[src/rtl/pdu_pkg.sv]
// Shared definitions for the PDU display path: data width, arbiter state
// encoding and the rotate-priority pick used to choose the next display owner.
package pdu_pkg;

   localparam int DISP_W = 32;
   localparam int MAXREQ = 8;

   typedef enum logic {
      DA_IDLE  = 1'b0,
      DA_GRANT = 1'b1
   } daState_e;

   // Scans req starting one past ptr and wrapping over nreq entries; the
   // first set bit wins. With excl set, the entry at ptr itself is skipped
   // so the current owner can never re-win its own rotation slot.
   // Returns {found, idx}.
   function automatic logic [3:0] rr_pick(input logic [MAXREQ-1:0] req,
                                          input logic [2:0]        ptr,
                                          input logic              excl,
                                          input int                nreq);
      logic       found;
      logic [2:0] idx;
      int         k;
      found = 1'b0;
      idx   = 3'd0;
      for (int i = 1; i <= MAXREQ; i++) begin
         k = (int'(ptr) + i) % nreq;
         if ((i <= nreq) && !found && req[k] && !(excl && (k == int'(ptr)))) begin
            found = 1'b1;
            idx   = 3'(k);
         end
      end
      return {found, idx};
   endfunction

endpackage

[src/rtl/rr_picker.sv]
// Pure combinational round-robin picker: widens the request vector to the
// package's maximum width and applies the shared rotate-priority scan.
module rr_picker
   import pdu_pkg::*;
#(
   parameter int NREQ = 4,
   parameter int IDW  = $clog2(NREQ)
) (
   input  logic [NREQ-1:0] req,
   input  logic [IDW-1:0]  ptr,
   input  logic            excl,
   output logic            found,
   output logic [IDW-1:0]  idx
);

   logic [MAXREQ-1:0] reqPad;
   logic [2:0]        ptrPad;
   logic [3:0]        pick;

   // Pad inputs to the fixed width the shared function expects, then split
   // the packed {found, idx} result back into the two outputs.
   always_comb begin
      reqPad             = '0;
      reqPad[NREQ-1:0]   = req;
      ptrPad             = '0;
      ptrPad[IDW-1:0]    = ptr;
      pick               = rr_pick(reqPad, ptrPad, excl, NREQ);
      found              = pick[3];
      idx                = IDW'(pick[2:0]);
   end

endmodule

[src/rtl/seg_disp_arbiter.sv]
// Seven-segment display arbiter: hands the 32-bit display word to one of
// NREQ requesters at a time, keeps each owner for at least HOLD_CYC cycles
// and rotates round-robin among pending requesters.
module seg_disp_arbiter
   import pdu_pkg::*;
#(
   parameter  int NREQ     = 4,
   parameter  int HOLD_CYC = 50_000_000,
   localparam int IDW      = $clog2(NREQ)
) (
   input  logic                   clk,
   input  logic                   rstn,
   input  logic [NREQ-1:0]        req,
   input  logic [DISP_W*NREQ-1:0] data,
   input  logic                   lock,
   output logic [NREQ-1:0]        gnt,
   output logic [IDW-1:0]         owner_id,
   output logic [DISP_W-1:0]      disp_data,
   output logic                   disp_valid,
   output logic                   switch_pls
);

   localparam int DW = $clog2(HOLD_CYC);

   daState_e          state,     stateNxt;
   logic [NREQ-1:0]   gntNxt;
   logic [IDW-1:0]    rrPtr,     rrPtrNxt;
   logic [DISP_W-1:0] dispData,  dispNxt;
   logic              switchPls, plsNxt;
   logic [DW-1:0]     dwell,     dwellNxt;

   logic [DISP_W-1:0] words [NREQ];
   logic              pickFound;
   logic [IDW-1:0]    pickIdx;
   logic              ownerReq;
   logic              dwellDone;
   logic              doSwitch;

   for (genvar i = 0; i < NREQ; i++) begin : g_words
      assign words[i] = data[DISP_W*i +: DISP_W];
   end

   rr_picker #(
      .NREQ (NREQ),
      .IDW  (IDW)
   ) u_picker (
      .req   (req),
      .ptr   (rrPtr),
      .excl  (state == DA_GRANT),
      .found (pickFound),
      .idx   (pickIdx)
   );

   assign ownerReq  = req[rrPtr];
   assign dwellDone = (dwell == DW'(HOLD_CYC - 1));

   // Next-state logic. rrPtr is both the rotation pointer and the reported
   // owner, since the last owner is by definition where the scan resumes.
   // A dropped owner request always wins over lock and over dwell expiry.
   always_comb begin
      stateNxt = state;
      gntNxt   = gnt;
      rrPtrNxt = rrPtr;
      dispNxt  = dispData;
      plsNxt   = 1'b0;
      dwellNxt = dwell;
      doSwitch = 1'b0;
      case (state)
         DA_IDLE: begin
            doSwitch = pickFound;
         end
         DA_GRANT: begin
            if (!ownerReq) begin
               if (pickFound) begin
                  doSwitch = 1'b1;
               end else begin
                  stateNxt = DA_IDLE;
                  gntNxt   = '0;
                  plsNxt   = 1'b1;
                  dwellNxt = '0;
               end
            end else if (dwellDone && !lock && pickFound) begin
               doSwitch = 1'b1;
            end else begin
               dispNxt = words[rrPtr];
               if (!dwellDone) dwellNxt = dwell + DW'(1);
            end
         end
      endcase
      if (doSwitch) begin
         stateNxt = DA_GRANT;
         gntNxt   = NREQ'(1) << pickIdx;
         rrPtrNxt = pickIdx;
         dispNxt  = words[pickIdx];
         dwellNxt = '0;
         plsNxt   = 1'b1;
      end
   end

   // State and output registers; reset drops any grant immediately.
   always_ff @(posedge clk or negedge rstn) begin
      if (!rstn) begin
         state     <= DA_IDLE;
         gnt       <= '0;
         rrPtr     <= '0;
         dispData  <= '0;
         switchPls <= 1'b0;
         dwell     <= '0;
      end else begin
         state     <= stateNxt;
         gnt       <= gntNxt;
         rrPtr     <= rrPtrNxt;
         dispData  <= dispNxt;
         switchPls <= plsNxt;
         dwell     <= dwellNxt;
      end
   end

   assign owner_id   = rrPtr;
   assign disp_data  = dispData;
   assign disp_valid = |gnt;
   assign switch_pls = switchPls;

endmodule

[config.mk]
export PLATFORM = sky130hd
export DESIGN_NAME = seg_disp_arbiter
export DESIGN_NICKNAME = d
export VERILOG_FILES = /design/src/rtl/pdu_pkg.sv /design/src/rtl/rr_picker.sv /design/src/rtl/seg_disp_arbiter.sv
export SDC_FILE = /design/constraint.sdc
export NUM_CORES = 1
export LEC_CHECK = 0
export ABC_AREA = 0
export CAP_MARGIN = 20
export CELL_PAD_IN_SITES_DETAIL_PLACEMENT = 0
export CELL_PAD_IN_SITES_GLOBAL_PLACEMENT = 1
export CORE_MARGIN = 1
export CORE_UTILIZATION = 34
export CTS_CLUSTER_DIAMETER = 60
export DETAILED_ROUTE_END_ITERATION = 7
export PLACE_DENSITY = 0.84
export REMOVE_ABC_BUFFERS = 1
export SYNTH_ARGS = -nofsm -noshare
export SYNTH_HDL_FRONTEND = slang
export SYNTH_SLANG_ARGS = --single-unit
[constraint.sdc]
create_clock -name clk -period 2.8 [get_ports clk]
set_input_delay 0.56 -clock clk [delete_from_list [all_inputs] [get_ports clk]]
set_output_delay 0.56 -clock clk [all_outputs]
set_load 0.1 [all_outputs]
==> out/metrics.cfg <==
[timing]
slew_viol_final=0
fmax_mhz=402.8
min_period_ns=2.483
hold_viol_final=0
final-setup-viol-count=0
slew_headroom=0.6376
holdWs_ns=0.2154
fin_skew_ns=0.006789
tightest_slew_ns=0.5436
fin_crit_sh=0.8867
rsz0062_at_grt=no

[clock_tree]
clock_latency_ns=0.33
cts_root_buf=clkbuf_16
numCtsBuffers=9
post_cts_buffers=0
cts_hold_buf=0
clockBufferDepth=2
clock_sinks=66
ctsResizeCount=0
path_clk_slew_ns=0.06
tritoncts=yes
htree_levels=3

[setup_path]
max_stage_delay_ns=0.49
rrSetupSlack_ns=0.55
worstPathArrival_ns=1.92
cp_common_cell=buf_4
startpoint_type=register
path_delay_family=buffers and inverters
required_ns=2.24
crit_path_top_delay_cell=buf_4
end_kind=output port
crit_chain=buf_4 > buf_4 > buf_4
cp.depth=3
cp.buffers_inverters=3
crit_fanout=26
reg2reg_depth=7
worst-setup-path-type=register to output port

[global_routing]
grt_pass1_vias=4928
antenna_found_initial=0
grt.total_usage=0.2190
grt-ovfl-total=0
grt_pass1_wl_um=24880
grt_max_degree=35

[synthesis]
synth_fa_ha_area_frac=0.002625
yosys.area.top_type=dfrtp_1
synth_top_family_by_area=multiplexers
synth_ff_type=dfrtp_1
netlist_instances=477
synth-edff-count=0
yosys.cell_count.top_type=dfrtp_1
synth_area_per_cell_um2=9.991
synth_commonest_cells=dfrtp_1, nand2_1, o22ai_1, mux4_2, a31oi_1
yosys.area_share.simple=0.1586
synth.distinct_cells=48
synth.yosys.seq_area_share=0.3465
yosysWarnings=0
synthTopCellsByArea=dfrtp_1, mux4_2, a22oi_1, mux2_2, o22ai_1
synth_area_mm2=0.004766
ys_ff_latch=66
synth_compound_area_frac=0.2043
synth_xor_area_frac=0.03124
synth_top_area_frac=0.3465
synth-async-reset-ratio=1.000
synth_mux_area_frac=0.2116

[routing]
drt_wl_total_um=15720
drc=0
antenna_left=0
vias_per_cell=5.823
wl_per_cell_um=18.65
vias=4909
drtPass1Iterations=7
drtIter0Drc=336

[placed_design]
dp_cells=827
place_area_mm2=0.006859
dp_hpwl_um=11500
portBuffers=174
gp_congestion=0.8638

[die]
rows=42
start_util=0.3543
io_pins=175
die_y_um=120.4
dieWidth_um=120.4
die_area_mm2=0.01450
core_mm2=0.01345

[finish]
multi_input_area_mm2=0.002934
fin_cells=843
seqCellArea_mm2=0.001654
final_util=0.5348
syn_to_final_growth_pct=50.96
drive_gt1_frac=0.2369
finalInstanceArea_mm2=0.007194
finalNetCount=798
fillCellCount=1200
antennaDiodeCount=0

[status]
outcome=finished clean

[power]
p_leak_nw=2.788
ir_worst_vdd_mv=0.6118
total_power_mw=8.720
cellPowerDensity_mw_per_mm2=1212

[job]
max_cap_viol_count=0

[min_path]
hold_path_class=input pin to async pin

[per-stage QoR]
stage	setup WS [ns]	setup TNS, ns
detailed placement	-0.01153	-0.02179
global route	0.1590	0
global placement	0.08022	0
floorplan	-3.043	-130.02
finish	0.3171	0
CTS	0.2676	0
[path summary, 6_finish.rpt]
path	start	endpoint
max in group asynchronous	rstn	disp_data[8]
min reg2reg	dwell[6]	dwell[6]
max reg2reg	dwell[0]	owner_id[0]
max	owner_id[0]	owner_id[0]
min	rstn	gnt[1]
min in group clk	dwell[6]	dwell[6]
[sequential cells by signal, indices dropped and copies added, names as in the netlist]
name	count
state	1
owner_id	2
gnt	4
switch_pls	1
dwell	26
disp_data	32
[area by class of cell]
class                           count  area share
Clock buffer                       11     0.03235
Clock inverter                      5     0.01426
Inverter                            9    0.004696
Multi-Input combinational cell    363      0.4078
Sequential cell                    66      0.2299
Tap cell                          176     0.03061
Timing Repair Buffer              213      0.2803
[layer usage]
| layer | part of all wire | track usage | wire (um) |
|---|---|---|---|
| met5 | 0 | 0 | 0 |
| met4 | 0.014 | 0.06944 | 222 |
| met3 | 0.075 | 0.04623 | 1179 |
| met2 | 0.50 | 0.3851 | 7901 |
| met1 | 0.41 | 0.2669 | 6415 |
[cell families (layout without fill, tap and decap cells)]
logic type                 count (synthesis)  in the layout
and+or+nand+nor                          147            147
AOI/OAI and AO/OA                        141            141
DFF                                       66             66
muxes                                     57             57
buffers and inverters                     48            238
xor gates and xnor gates                  17             17
adders and majority gates                  1              1
[power breakdown]
part | internal (mW) | total (mW) | switching [mW]
registers | 1.27 | 1.49 | 0.220
clock network | 0.869 | 1.29 | 0.417
logic | 2.01 | 5.94 | 3.92
total | 4.16 | 8.72 | 4.56
[cell usage in the layout (no fill, tap or decap), types with 8 or more instances in the layout]
cell type,n
inv_1,9
a31oi_1,32
o22ai_1,34
buf_4,72
nand3_1,13
xnor2_1,9
nand2_1,39
o211ai_1,14
dfrtp_1,64
nand4_1,11
o21ai_0,11
mux2_2,20
nor2_1,27
clkdlybuf4s50_1,133
mux4_2,33
a22oi_1,31
xor2_1,8
clkbuf_16,9
nand2b_1,18
Power figures use the tool's default switching activity.
